$ cat src/rtl/sram_pkg.sv
// Shared types and constants for the 4x4 SRAM array initiator.
package sram_pkg;

   localparam int DEF_ADDR_W = 2;
   localparam int DEF_DATA_W = 4;

   localparam logic OP_WRITE = 1'b0;
   localparam logic OP_READ  = 1'b1;

   typedef enum logic [3:0] {
      INIT_SETUP,
      INIT_PULSE,
      INIT_HOLD,
      IDLE,
      W_SETUP,
      W_PULSE,
      W_HOLD,
      R_SETUP,
      RESP
   } state_t;

endpackage

$ cat src/rtl/sram_ctrl.sv
// Host-facing controller for a level-sensitive combinational SRAM array:
// post-reset clear, setup/pulse/hold write phasing, registered read response.
module sram_ctrl
   import sram_pkg::*;
#(
   parameter int                ADDR_W   = DEF_ADDR_W,
   parameter int                DATA_W   = DEF_DATA_W,
   parameter logic [DATA_W-1:0] INIT_VAL = '0
) (
   input  logic              clk,
   input  logic              rst,
   input  logic              req_valid,
   output logic              req_ready,
   input  logic              req_write,
   input  logic [ADDR_W-1:0] req_addr,
   input  logic [DATA_W-1:0] req_wdata,
   output logic              rsp_valid,
   input  logic              rsp_ready,
   output logic [DATA_W-1:0] rsp_rdata,
   output logic              init_done,
   output logic [ADDR_W-1:0] mem_select,
   output logic              mem_operation,
   output logic              mem_enable,
   output logic [DATA_W-1:0] mem_data_in,
   input  logic [DATA_W-1:0] mem_data_out
);

   localparam int              DEPTH    = 1 << ADDR_W;
   localparam logic [ADDR_W:0] LAST_CNT = (ADDR_W+1)'(DEPTH-1);

   state_t          state;
   logic [ADDR_W:0] init_cnt;
   logic [ADDR_W:0] cnt_next;

   assign cnt_next = init_cnt + (ADDR_W+1)'(1);

   // Select and data only change on edges where the operation pin is high,
   // so the transparent array never sees them move during a write pulse.
   always_ff @(posedge clk) begin
      if (rst) begin
         state         <= INIT_SETUP;
         init_cnt      <= '0;
         req_ready     <= 1'b0;
         rsp_valid     <= 1'b0;
         rsp_rdata     <= '0;
         init_done     <= 1'b0;
         mem_operation <= OP_READ;
         mem_select    <= '0;
         mem_data_in   <= '0;
         mem_enable    <= 1'b0;
      end else begin
         case (state)
            INIT_SETUP: begin
               mem_select    <= init_cnt[ADDR_W-1:0];
               mem_data_in   <= INIT_VAL;
               mem_enable    <= 1'b1;
               mem_operation <= OP_WRITE;
               state         <= INIT_PULSE;
            end
            INIT_PULSE: begin
               mem_operation <= OP_READ;
               state         <= INIT_HOLD;
            end
            INIT_HOLD: begin
               if (init_cnt == LAST_CNT) begin
                  init_done  <= 1'b1;
                  req_ready  <= 1'b1;
                  mem_enable <= 1'b0;
                  state      <= IDLE;
               end else begin
                  init_cnt   <= cnt_next;
                  mem_select <= cnt_next[ADDR_W-1:0];
                  state      <= INIT_SETUP;
               end
            end
            IDLE: begin
               mem_operation <= OP_READ;
               if (req_valid && req_ready) begin
                  req_ready  <= 1'b0;
                  mem_select <= req_addr;
                  mem_enable <= 1'b1;
                  if (req_write) begin
                     mem_data_in <= req_wdata;
                     state       <= W_SETUP;
                  end else begin
                     state <= R_SETUP;
                  end
               end
            end
            W_SETUP: begin
               mem_operation <= OP_WRITE;
               state         <= W_PULSE;
            end
            W_PULSE: begin
               mem_operation <= OP_READ;
               state         <= W_HOLD;
            end
            W_HOLD: begin
               mem_enable <= 1'b0;
               req_ready  <= 1'b1;
               state      <= IDLE;
            end
            R_SETUP: begin
               rsp_rdata  <= mem_data_out;
               rsp_valid  <= 1'b1;
               mem_enable <= 1'b0;
               state      <= RESP;
            end
            RESP: begin
               if (rsp_ready) begin
                  rsp_valid <= 1'b0;
                  req_ready <= 1'b1;
                  state     <= IDLE;
               end
            end
            default: begin
               init_cnt <= '0;
               state    <= INIT_SETUP;
            end
         endcase
      end
   end

endmodule

$ cat config.mk
export PLATFORM = sky130hd
export DESIGN_NAME = sram_ctrl
export DESIGN_NICKNAME = d
export VERILOG_FILES = /design/src/rtl/sram_pkg.sv /design/src/rtl/sram_ctrl.sv
export SDC_FILE = /design/constraint.sdc
export NUM_CORES = 1
export LEC_CHECK = 0
export CORE_MARGIN = 3
export CORE_UTILIZATION = 60
export CTS_BUF_LIST = sky130_fd_sc_hd__clkbuf_4 sky130_fd_sc_hd__clkbuf_8 sky130_fd_sc_hd__clkbuf_16
export DETAILED_ROUTE_END_ITERATION = 8
export DONT_BUFFER_PORTS = 1
export GPL_TIMING_DRIVEN = 0
export PLACE_DENSITY = 0.76
export SYNTH_ARGS = -nofsm -noshare
export SYNTH_HDL_FRONTEND = slang
export SYNTH_SLANG_ARGS = --single-unit
$ cat constraint.sdc
create_clock -name clk -period 1.8 [get_ports clk]
set_input_delay 0.18 -clock clk [delete_from_list [all_inputs] [get_ports clk]]
set_output_delay 0.18 -clock clk [all_outputs]
set_load 0.02 [all_outputs]
==> impl_metrics.ini <==
[run_status]
outcome = finished clean

[synth]
ys_async_sr_fraction_pct = 0
syn_nets = 148
synth_enable_flop_cells = 0
ys.flop_type = dfxtp_1
synth_xor_area_share_pct = 0
synth_compound_area_share_pct = 21.7
yosys-top-cells-area = dfxtp_1 (40%), mux2i_1 (7.2%), nor2_1 (6.1%)
ys_warn_count = 0
ys_ff_latch = 22
netlist_top_cells_count = dfxtp_1 (22), nor2_1 (18), nand2_1 (9)
synth_top_area_share_pct = 39.6
synth_top_cell_by_area = dfxtp_1
synth_cells = 131
synth_mux_area_share_pct = 7.20
netlist_area_sq_um = 1110
syn_avg_cell_area_sq_um = 8.49
post-synth-top-count-cell = dfxtp_1
synth_adder_area_share_pct = 2.25
ys_seq_area_share_pct = 39.6
yosys.area_share.simple_pct = 23.2
synth_top_family_by_area = simple AND/OR/NAND/NOR gates
ys_types = 44

[floorplan]
die_height_um = 49.1
die_area_sq_um = 2410
start_util_pct = 68.3
dieWidth_um = 49.1
pin_count = 30
core_area_sq_um = 1630
rows = 14

[power]
power_switching_mw = 0.405
powerDensity_nw_per_um2 = 986
combinationalPowerShare_pct = 30.0
vdd_drop_max_mv = 0.758
seqPwrFrac_pct = 47.6
p_clk_share_pct = 22.4
internal-power_mw = 0.803
switching_share_pct = 33.5
p_leak_nw = 0.496

[finish]
num-fill-cells = 124
nets = 157
drive_gt1_share_pct = 8.63
synthToLayoutAreaGrowth_pct = 10.1
antenna_cells = 0

[worst_setup_path]
crit_fanout = 7
critPathTopFamily = adder cells
critPathRequiredTime_ns = 1.99
cp-end-kind = flip-flop
slowest_stage = dfxtp_1
slowest_delay_ns = 0.41
critPathLaunchType = flip-flop
critPathKind = reg2reg
path_cells = ha_1 -> ha_1 -> nor3_1 -> o22ai_2 -> mux2i_1 -> nor2_1
crit_buf_inv = 0
crit_top_cell = ha_1
crit_arrival_ns = 1.88

[route]
wl_per_cell_um = 15.1
drt_iter0_markers = 44
vias = 1014
route.detailed.drc = 0
totalWireLength_mm = 2.47
ant_nets = 0
viasPerCell = 6.22
first_pass_iters = 4

[clock_network]
path_clk_slew_ns = 0.12
cts_root_buf = clkbuf_4
cts.sinks = 22
clock_path_buffers = 2
cts_tree = yes
cts_buffers = 3
clk_latency_ns = 0.30
cts_setup_buffers = 0
htree_levels = 1

[timing]
max_freq_mhz = 594
slew_headroom_pct = 66.5
timing.final.ws_setup_ns = 0.117
period_needed_ns = 1.68
tightest_slew_ns = 0.502
tns_ns = 0
timing.final.hold_violations = 0
finalCritPeriodShare_pct = 93.5
rsz0062_at_grt = no
setup_viol = 0
final_max_slew_viol_count = 0
fin_skew_ns = 0.000587

[grt]
first_global_vias = 981
antenna_found_initial = 0
grt_max_degree = 13
grt_pass1_wl_mm = 4.24
grt-ovfl-total = 0
grtUsageTotal_pct = 22.3

[placement]
place.port_buffers = 0
pre_cts_slack_ns = 0.0493
place_hpwl_mm = 1.83
routabilityCongestion = 0.859

[flow_run]
cap_violations = 0

[min_path]
worst_hold_path_type = in2reg
## layout make-up
| type | instances | area (sq um) | area share (%) |
|---|---|---|---|
| buffer | 9 | 48.8 | 3.98 |
| clock buffer | 4 | 36.3 | 2.96 |
| inverter | 5 | 18.8 | 1.53 |
| multi-input combinational | 95 | 611 | 49.8 |
| sequential | 22 | 440 | 36.0 |
| tap | 24 | 30.0 | 2.45 |
| timing repair buffer | 4 | 40.0 | 3.27 |
## layer usage
layer  GRT usage [%]  routed length, um
met4            11.4                 55
met5               0                  0
met2            37.3               1180
met3            5.81                245
met1            26.0                989
## power groups by stage
| stage | Combinational (mW) | Sequential [mW] | Clock (mW) |
|---|---|---|---|
| 6_report | 0.362 | 0.575 | 0.271 |
| 2_1_floorplan | 0.283 | 0.579 | 0 |
| 3_3_place_gp | 0.329 | 0.585 | 0 |
| 4_1_cts | 0.351 | 0.575 | 0.276 |
| 3_5_place_dp | 0.343 | 0.587 | 0 |
| 5_1_grt | 0.404 | 0.580 | 0.297 |
## stage by stage
stage | util [%] | power (mW) | area [sq um] | instances | hold WS, ns
2_1_floorplan | - | 0.862 | 1110 | 131 | 0.306
3_3_place_gp | 70.1 | 0.913 | 1140 | 155 | 0.308
3_5_place_dp | 70.1 | 0.929 | 1140 | 155 | 0.312
4_1_cts | 74.8 | 1.20 | 1220 | 163 | 0.00435
5_1_grt | 75.2 | 1.28 | 1220 | 163 | 0.0149
6_report | 75.2 | 1.21 | 1220 | 163 | 0.00813
## path summary, 6_finish.rpt
path / from / end / slack, ns / cells after the start
max reg2reg: init_cnt[0] / init_cnt[1] / 0.12 / 6
min: rsp_ready / state[0] / 0.008 / 2
min reg2reg: init_cnt[2] / init_cnt[2] / 0.53 / 2
max: init_cnt[0] / init_cnt[1] / 0.12 / 6
## cells by family after synthesis
group,Yosys count
adders and majority gates,2
AOI/OAI and AO/OA,35
DFF,22
and+or+nand+nor,50
muxes,8
buffers and inverters,14
## cells in the final DEF (no fill, tap or decap), drive strengths merged, types with 2 or more instances in the layout
cell type / count
dlygate4sd3: 4
nand4: 2
nand3: 4
o221ai: 2
a22o: 4
mux2i: 8
a21oi: 8
buf: 7
nand2: 9
nand2b: 2
nor3: 3
ha: 2
o21ai: 6
inv: 5
and2: 2
dfxtp: 22
clkbuf: 6
nor3b: 2
nor2: 18
o21a: 2
## timing repair
action / CTS / global route
gates resized for setup: 0 / 2
endpoints found under the hold margin: 4 / 0
hold buffers: 4 / 0
endpoints found under the setup margin: 0 / 5
## worst reg2reg max path, stage by stage, from the launching register on
cell     delay (ns)
dfxtp_1        0.41
ha_1           0.18
ha_1           0.32
nor3_1         0.10
o22ai_2        0.27
mux2i_1        0.22
nor2_1         0.06
## flip-flops by register name, summed over array words and instances (netlist names)
signal / cells
rsp_valid: 1
mem_select: 2
init_done: 1
state: 4
req_ready: 1
rsp_rdata: 4
init_cnt: 3
mem_operation: 1
mem_enable: 1
mem_data_in: 4
Power figures use the tool's default switching activity.
